`src/rtl/mult_sequencer.sv`:
```
// Sequential shift-add unsigned multiplier with MULT / MULTPLUS / CLEAR operations.
// Holds the pipeline via stall_o while a multiply is requested or in progress.
module mult_sequencer #(
  parameter int unsigned WIDTH = 32
) (
  input  logic             clk_i,
  input  logic             rst_ni,
  input  logic             start_i,
  input  logic [1:0]       operation_i,
  input  logic [WIDTH-1:0] operand_a_i,
  input  logic [WIDTH-1:0] operand_b_i,
  output logic [WIDTH-1:0] hi_o,
  output logic [WIDTH-1:0] lo_o,
  output logic             busy_o,
  output logic             done_o,
  output logic             stall_o
);

  localparam int unsigned CntW = (WIDTH > 1) ? $clog2(WIDTH) : 1;

  localparam logic [1:0] OpMult     = 2'b00;
  localparam logic [1:0] OpMultPlus = 2'b01;
  localparam logic [1:0] OpClear    = 2'b10;

  typedef enum logic [1:0] {StIdle, StRun, StDone} state_e;

  state_e               state_q, state_d;
  logic [2*WIDTH-1:0]   mcand_q, mcand_d;
  logic [WIDTH-1:0]     mplier_q, mplier_d;
  logic [2*WIDTH-1:0]   acc_q, acc_d;
  logic [CntW-1:0]      cnt_q, cnt_d;
  logic [1:0]           op_q, op_d;
  logic [2*WIDTH-1:0]   prod_q, prod_d;

  logic [2*WIDTH-1:0]   acc_sum;
  logic                 last_iter;
  logic                 mul_req;

  // Accumulator including the current multiplier bit, so the final iteration
  // can be committed straight into {HI,LO}.
  assign acc_sum   = acc_q + (mplier_q[0] ? mcand_q : '0);
  assign last_iter = (cnt_q == CntW'(WIDTH - 1));
  assign mul_req   = start_i & ((operation_i == OpMult) | (operation_i == OpMultPlus));

  always_comb begin
    state_d  = state_q;
    mcand_d  = mcand_q;
    mplier_d = mplier_q;
    acc_d    = acc_q;
    cnt_d    = cnt_q;
    op_d     = op_q;
    prod_d   = prod_q;

    unique case (state_q)
      StIdle: begin
        if (mul_req) begin
          mcand_d  = {{WIDTH{1'b0}}, operand_a_i};
          mplier_d = operand_b_i;
          op_d     = operation_i;
          acc_d    = '0;
          cnt_d    = '0;
          state_d  = StRun;
        end else if (start_i && (operation_i == OpClear)) begin
          prod_d = '0;
        end
      end
      StRun: begin
        acc_d    = acc_sum;
        mcand_d  = mcand_q << 1;
        mplier_d = mplier_q >> 1;
        cnt_d    = cnt_q + CntW'(1);
        if (last_iter) begin
          state_d = StDone;
          // MULTPLUS wraps modulo 2^(2*WIDTH); carry out is dropped.
          prod_d  = (op_q == OpMultPlus) ? (prod_q + acc_sum) : acc_sum;
        end
      end
      StDone: begin
        state_d = StIdle;
      end
      default: begin
        state_d = StIdle;
      end
    endcase
  end

  always_ff @(posedge clk_i or negedge rst_ni) begin
    if (!rst_ni) begin
      state_q  <= StIdle;
      mcand_q  <= '0;
      mplier_q <= '0;
      acc_q    <= '0;
      cnt_q    <= '0;
      op_q     <= '0;
      prod_q   <= '0;
    end else begin
      state_q  <= state_d;
      mcand_q  <= mcand_d;
      mplier_q <= mplier_d;
      acc_q    <= acc_d;
      cnt_q    <= cnt_d;
      op_q     <= op_d;
      prod_q   <= prod_d;
    end
  end

  assign hi_o    = prod_q[2*WIDTH-1:WIDTH];
  assign lo_o    = prod_q[WIDTH-1:0];
  assign busy_o  = (state_q == StRun);
  assign done_o  = (state_q == StDone);
  assign stall_o = (state_q == StRun) | ((state_q == StIdle) & mul_req);

endmodule

```
`config.mk`:
```
export PLATFORM = sky130hd
export DESIGN_NAME = mult_sequencer
export DESIGN_NICKNAME = d
export VERILOG_FILES = /design/src/rtl/mult_sequencer.sv
export SDC_FILE = /design/constraint.sdc
export NUM_CORES = 1
export LEC_CHECK = 0
export BUFFER_PORTS_ARGS = -buffer_cell sky130_fd_sc_hd__buf_2
export CAP_MARGIN = 10
export CORE_ASPECT_RATIO = 0.8
export CORE_MARGIN = 1.5
export CORE_UTILIZATION = 56
export DETAILED_ROUTE_END_ITERATION = 7
export PLACE_DENSITY = 0.78
export SYNTH_ARGS = -nofsm -noshare
export SYNTH_HDL_FRONTEND = slang
export SYNTH_SLANG_ARGS = --single-unit
```
`constraint.sdc`:
```
create_clock -name clk_i -period 5.6 [get_ports clk_i]
set_input_delay 1.12 -clock clk_i [delete_from_list [all_inputs] [get_ports clk_i]]
set_output_delay 1.12 -clock clk_i [all_outputs]
set_load 0.05 [all_outputs]
```
Word-level counts from Yosys, hierarchy flattened --
Cells that the tools add are included.
Word-level totals: output and inout bits 67, word-level logic and storage cells 49, input port bits 69, flip-flop bits (word level) 233
Operators by class: equal/unequal tests 10, muxes and demuxes 17, $add $sub $neg 3, reductions and logical operators 8, bitwise operators 4
Operators with widths (number):
- $mux 64 | 7
- $pmux 64 s2 | 3
- $add 64x64->64 | 2
- $pmux 32 s2 | 1
- $mux 32 | 1
- $pmux 5 s2 | 1
- $eq 2x1->1 const B | 3
- $ne 2x2->1 const B | 3
- $reduce_and 2->1 | 3
- $add 5x1->5 const B | 1
- $eq 5x5->1 const B | 1
- $mux 5 | 1
- $eq 2x2->1 const B | 2
- $logic_not 2->1 | 2
- $mux 2 | 2
- $pmux 2 s2 | 1
- $reduce_and 4->1 | 1
- $and 1x1->1 | 2
- $ne 2x1->1 const B | 1
- $or 1x1->1 | 2
- $reduce_bool 2->1 | 1
- $logic_and 1x1->1 | 1

Logic depth before layout (Yosys ltp) --
Gate-level depths: netlist of run 1.
depth in word-level cells 6, depth in mapped cells 29, gate-level depth less buffers 27

Worst setup path after synthesis of run 1 --
OpenSTA, ideal clock, no wires.
path type reg-to-reg, from register mplier_q[0], to register prod_q[63], stages on the path, launching flop included 28, data required time 5.478 ns, setup time 0.122 ns, buffers on the path 2, arrival 5.648 ns, path slack -0.169 ns, clock period less this slack 5.769 ns, cell sequence dfrtp_1 clkbuf_1 clkbuf_1 and2_1 ha_1 inv_1 fa_1 nor2b_1 o211ai_1 a31oi_1 a21oi_1 o31ai_1 nand2_1 o21ai_1 a41o_1 xnor2_1 ha_1 a21oi_1 o21a_1 o21ai_1 a221o_1 or3_1 o21ai_2 o41ai_4 o221ai_2 xor2_1 or3_1 a32o_1
On the way: cells in the longest elaborated chain, start to end 6
Ends and longest elaborated chain:
- start, declared | RTL line 29 | logic [WIDTH-1:0] mplier_q, mplier_d;
- start signal, assigned | RTL line 99 | mplier_q <= mplier_d;
- $mux 64 (*) | RTL line 41 | assign acc_sum = acc_q + (mplier_q[0] ? mcand_q : '0);
- $add 64x64->64 (*) | RTL line 41
- $add 64x64->64 | RTL line 75 | prod_d = (op_q == OpMultPlus) ? (prod_q + acc_sum) : acc_sum;
- $mux 64 (*) | RTL line 75
- $mux 64 (*) | RTL line 72 | if (last_iter) begin
- $pmux 64 s2 (*) | RTL line 54 | unique case (state_q)
- end signal, assigned | RTL line 103 | prod_q <= prod_d;
- end, declared | RTL line 33 | logic [2*WIDTH-1:0] prod_q, prod_d;
Every way passes the cells marked *; elsewhere a longest branch is shown, timed or not. The select of a mux whose other input is x is not followed. A chain may end at the register's enable or synchronous reset.

Final worst setup path of run 1 --
Same ends and word-level chain as after synthesis.

==> results.txt, run 1 <==
Number of flops mapped to enable cells by yosys: 0
Final max-slew violation count: 0
Arr. time, crit path: 6120 ps
CP max-delay cell: dfrtp_1
Placement Rows: 57
Post-DRT Antenna Nets: 0
Critical path endpoint category: flop
Avg Cell Area, Syn: 7.80 um^2
Critical setup path kind: reg -> reg
Prevailing post-synth register cell: dfrtp_1
DRC Markers: 0
CTS HTree Levels: 1
Cells after synthesis: 2233
Starting density of the core: 57.1%
Distinct cells, synth: 74
Status: finished, violations left
Largest net degree at the start of global routing: 144
Drt pass-1 iters: 6
CP required: 6060 ps
CP Max Fanout: 24
Hold-fix buffers at CTS: 0
Failing checks: setup timing
# diodes: 0
Placed Area: 20400 um^2
HPWL after DPL: 40.9 mm
Clk_skew: 16.3 ps
Chip width: 200 um
Register area: 5830 um^2
Max-cap check violation count: 0
GRT overflow: 0
Post-layout minimum cycle time: 5670 ps
Layout cell share with drive strength beyond 1: 24.5%
F_max: 0.177 GHz
Vias: 18100
Sequential share of the synthesized area: 33.5%
All-layer global routing usage: 34.4%
Crit path max-delay family: compound AO/OA/AOI/OAI gates
YS warnings: 0
Violation count after the first detailed-route iteration: 1910
Gpl congestion: 1.05
Synth async-reset ratio: 100%
Worst slew pin tran: 1190 ps
Unrepaired setup endpoints after global routing: yes
Pre-CTS setup slack: -239 ps
Fillers: 2364
Drt wl/cell: 18.8 um
Worst Path Buf+Inv: 2
P&R area growth vs syn: 27.6%
Clock sinks: 233
Clk buf depth: 3
Cell mode on critical path: a21o_1
Flops & latches, synth: 233
Vias in the first global route: 16700
Hold Crit Class: reg -> reg
Max incr delay on CP: 420 ps
Vias per inst: 5.98
Final setup vio count: 1
Worst setup margin: -65.4 ps
Final wirelength: 56.9 mm
Final Hold Fails: 0
Initial antenna violation count: 0
I/O pin total: 136
Die area: 32200 um^2
Period utilization: 101%
Num CTS Buffers: 27
TritonCTS clock tree: done
Clk_lat worst skew: 570 ps
Clk root buf: clkbuf_16
Wire length of the first global-routing pass: 89.4 mm
Die height: 161 um
Synth Cell Area: 17400 um^2
Multi-input logic area: 11600 um^2
Critical Path Start Type: flop
Clock transition at path regs: 60 ps
Core box area: 30500 um^2
Slew margin rel.: 20.6%
Syn nets: 2439
IO buf count: 135
Non-Filler Cell Area, Final: 22200 um^2
Nets: 2803
-- final cells by class --
class / count / area share, %
clock buffers: 40 / 3.62
well taps: 413 / 2.32
clock inverters: 10 / 0.568
multi-input cells: 1821 / 52.0
flip-flops and latches: 233 / 26.2
inverters: 52 / 0.878
repair buffers: 462 / 14.4
-- registers in the layout (all words and copies together), names as in the netlist --
name and cells:
mplier_q 32, prod_q 64, op_q 2, acc_q 64, mcand_q 64, cnt_q 5
state_q 2
-- cell usage in the layout (no fill, tap or decap), drive strengths merged, types with 10 or more instances in the layout --
| cell type | n |
|---|---|
| a21o | 59 |
| o211ai | 18 |
| a21oi | 196 |
| o21a | 16 |
| and2 | 75 |
| a31oi | 79 |
| ha | 135 |
| nand2 | 441 |
| a22o | 20 |
| nor2b | 14 |
| dfrtp | 233 |
| clkbuf | 40 |
| xnor2 | 72 |
| buf | 462 |
| o21ai | 152 |
| o221ai | 10 |
| xor2 | 50 |
| nand3 | 114 |
| inv | 53 |
| nor2 | 181 |
| nand4 | 22 |
| o21bai | 22 |
| nor3 | 28 |
-- cell usage after synthesis (5+ instances only) --
cell      number  area share, %
a21oi_1      194            5.6
o21a_1        16           0.69
inv_1         51            1.1
buf_1         10           0.22
nand3_1      114            3.3
nand2_1      441            9.5
clkbuf_1     115            2.5
a21o_1        59            2.5
dfrtp_1      233             33
a22o_1        20            1.0
a221oi_1       6           0.30
nand4_1       22           0.79
o21bai_1      22           0.95
and2_1        75            2.7
nor2_1       181            3.9
nor3_1        28           0.80
o31ai_1        8           0.34
o21ai_0      124            3.6
and3_1         9           0.32
xnor2_1       72            3.6
or2_2          7           0.25
mux2i_1        5           0.29
o221ai_1       9           0.45
o21ai_1       26           0.75
ha_1         135            9.7
nor2b_1       14           0.50
a211oi_1       6           0.26
xor2_1        50            2.5
o211ai_1      18           0.78
a31oi_1       78            2.8
nor4_1         6           0.22
nand2b_1       7           0.25
-- metrics by stage --
step                utilization [%]  std cells  hold slack [ps]  TNS (ps)
floorplan                         -       2233              453         0
global placement               67.0       2954              466      -122
detailed placement             67.0       2954              471     -1940
CTS                            70.6       3011              486         0
global route                   72.9       3031              500     -1630
finish                         72.9       3031              488     -65.4
-- what timing repair did --
item	in CTS	in global routing
endpoints found under the setup margin	16	26
resized for setup	31	112
buffers inserted	7	20
hold endpoints to repair	0	0
pin swaps	15	27
-- kinds of logic after synthesis --
| group | share of synthesized area [%] |
|---|---|
| fa+ha+maj | 9.92 |
| mux | 0.352 |
| compound gates | 23.2 |
| simple gates | 23.1 |
| xor+xnor | 6.13 |
| buf+inv | 3.87 |
| flops | 33.5 |
-- routing by layer --
layer,track usage (%),vias to the layer above,wire [um],part of all wire [%]
met5,0,-,0,0
met4,6.16,0,1080,1.9
met3,9.78,79,6660,12
met2,46.7,916,22800,40
met1,53.7,8519,26300,46
li1,-,8609,-,-
-- final timing paths --
kind	from	endpoint	slack, ps	cells past startpoint
min	mcand_q[35]	mcand_q[36]	490	2
max reg2reg	mplier_q[0]	prod_q[63]	-70	26
max in group asynchronous	rst_ni	prod_q[5]	3620	2
min reg2reg	mcand_q[35]	mcand_q[36]	490	2
min in group asynchronous	rst_ni	prod_q[16]	500	1
max	mplier_q[0]	prod_q[63]	-70	26
-- worst min-delay path, cell delays in order, from the launching register on --
cell     delay (ps)
dfrtp_1         360
nand2_1          50
nand2_1          50
Power of run 1 is left out: the tool's default activity adds up to more than one toggle a clock period on the data nets, which glitch-free logic cannot reach.
==> run 2: changes to the inputs <==
CAP_MARGIN = 30   (was 10)
CTS_BUF_LIST = sky130_fd_sc_hd__clkbuf_16   (was not set)
==> run 2 against run 1 <==
  * The flow still finishes with violations (setup timing)
  * Final cell count barely moved
  * Register-to-register slack lost 60 ps
  * Critical path depth is 1 lower
  * Via count increased by 1.1%
  * Critical path type unchanged
  * First-iteration DRC count up 17%
  * Sequential cell count unchanged
  * Hold slack worse by 5.7 ps
  * Worst setup slack got worse by 56 ps
  * Final area up 1.5%
  * Die area unchanged
  * Sequential share of layout area shrank 0.38 points
  * Core utilization up 1.1 points
==> results.txt, run 2 (synthesis gave the netlist of run 1 again) <==
Reg2Reg Depth: 25 (-3.8%)
Final max-slew violation count: 0 (unchanged)
Gpl congestion: 1.05 (unchanged)
Chip width: 200 um (unchanged)
Drt pass-1 iters: 5 (-1)
GR Layer Usage met1: 54.0% (+0.32 points)
HPWL after DPL: 41.0 mm (+0.11%)
Worst setup margin: -121 ps (-55.7 ps)
Clk_skew: 33.9 ps (+17.6 ps)
Status: finished, violations left
P&R area growth vs syn: 29.5%
Worst hold path depth: 2 (unchanged)
Violation count after the first detailed-route iteration: 2237 (+17%)
Layout cell share with drive strength beyond 1: 25.9% (+1.4 points)
Arr. time, crit path: 6190 ps (+70 ps)
Final setup vio count: 1 (unchanged)
Non-Filler Instances: 3029 (-0.066%)
Slew margin rel.: 38.9% (+18 points)
I/O pin total: 136 (unchanged)
Post-layout minimum cycle time: 5720 ps (+55.7 ps)
Post-DRT Antenna Nets: 0 (unchanged)
All-layer global routing usage: 34.0% (-0.33 points)
Clk root buf: clkbuf_16
F_max: 0.175 GHz (-0.97%)
# diodes: 0 (unchanged)
Unrepaired setup endpoints after global routing: yes
CTS HTree Levels: 1 (unchanged)
Grt met2 use: 47.2% (+0.51 points)
Top flop regs: acc_q x64, mcand_q x64, prod_q x64
Most frequent cells in the layout: nand2_1 (435), buf_4 (311), dfrtp_1 (232)
Grt peak-use layer: met1
Hold Path Origin: mcand_q[61]
Largest net degree at the start of global routing: 144 (unchanged)
CP Max Fanout: 6 (-75%)
Vias per inst: 6.05 (+1.2%)
Critical setup path kind: reg -> reg
Clk_lat worst skew: 580 ps (about the same)
DP Cell Count: 2955 (+0.034%)
Fillers: 2294 (-3.0%)
Core box area: 30500 um^2 (unchanged)
CP required: 6070 ps (about the same)
Starting density of the core: 57.1% (unchanged)
Wire length of the first global-routing pass: 89.0 mm (-0.50%)
Hold-fix buffers at CTS: 0 (unchanged)
Worst Setup SP: mplier_q[0]
Max-cap check violation count: 0 (unchanged)
Critical Path Start Type: flop
Die area: 32200 um^2 (unchanged)
Hold Crit Class: reg -> reg
Clock sinks: 233 (unchanged)
Finished Core Util: 73.9% (+1.1 points)
Initial antenna violation count: 1 (+1)
Clock transition at path regs: 60 ps (about the same)
Vias in the first global route: 16600 (-0.62%)
GR Layer Usage met3: 7.85% (-1.9 points)
Nets: 2803 (unchanged)
Placement Rows: 57 (unchanged)
Num CTS Buffers: 27 (unchanged)
RR Startpoint: mplier_q[0]
Vias: 18300 (+1.1%)
Final Hold Fails: 0 (unchanged)
Die height: 161 um (unchanged)
Drt wl/cell: 19.0 um (+1.3%)
Worst slew pin tran: 916 ps (-275 ps)
Critical path endpoint category: flop
Failing checks: setup timing
GRT overflow: 0 (unchanged)
IO buf count: 135 (unchanged)
Final wirelength: 57.6 mm (+1.2%)
TritonCTS clock tree: done
Clk buf depth: 3 (unchanged)
DRC Markers: 0 (unchanged)
Period utilization: 102% (+1.0 points)
Most common cell after layout, fill and taps aside: nand2_1
==> run 2: cell types whose count changed in the layout (fill, tap and decap cells not counted), sizes merged <==
cell and delta:
inv +8, buf -2, bufinv -1, clkinv +4
clkbuf -11
==> run 2: path summary, 6_finish.rpt <==
path	end	slack [ps]
setup reg to reg	prod_q[63]	-120
min in group asynchronous	prod_q[16]	560
hold reg to reg	mcand_q[62]	480
max in group asynchronous	mplier_q[0]	3730
hold / removal	mcand_q[62]	480
setup / recovery	prod_q[63]	-120
==> run 2: critical path, cell delays in order (launching register included) <==
cell and delay [ps]:
dfrtp_2 470, buf_12 150, nand2_4 50, buf_4 140, fa_2 390, nor2b_4 130
o211ai_1 130, a31oi_2 320, a21boi_4 120, nor3_4 210, or2_4 160, a21o_1 200
a31oi_1 110, xnor2_1 180, ha_2 390, nand2_2 80, o21a_1 240, o21ai_1 200
a31oi_4 160, o41ai_4 370, o21ai_4 110, o41ai_4 370, o221ai_2 140, xor2_1 190
or3_1 350, a32o_1 250
==> run 2: stage by stage <==
stage | instance area, um^2 | worst slack, ps | setup TNS (ps) | hold WS (ps)
after floorplan | 17400 | 44.1 | 0 | 453
after global placement | 20400 | -93.4 | -122 | 466
after detailed placement | 20500 | -190 | -1140 | 469
after CTS | 21400 | -109 | -140 | 488
after global routing | 22600 | -292 | -1180 | 520
final | 22600 | -121 | -121 | 482
==> run 2: routing by layer <==
layer | routed length (um) | up-vias | share of wire (%)
met5 | 0 | - | 0
met4 | 963 | 0 | 1.7
li1 | - | 8613 | -
met3 | 6660 | 87 | 12
met1 | 26700 | 8649 | 46
met2 | 23300 | 974 | 40
==> run 2: repair_timing <==
action                     4_1_cts  5_1_grt
cloned                           0        2
hold endpoints to repair         0        0
pin swaps                        4       99
resized for setup               13      204
setup buffers                    1       25
setup endpoints to repair       15       30
==> run 2: final cells by class <==
type	instances	area, um^2	area share [%]
inverters	52	195	0.865
clock buffers	27	676	2.99
multi-input cells	1821	11900	52.8
well taps	413	517	2.29
clock inverters	21	154	0.682
flip-flops and latches	233	5830	25.8
repair buffers	462	3270	14.5
Power of run 2 is left out for the same reason.
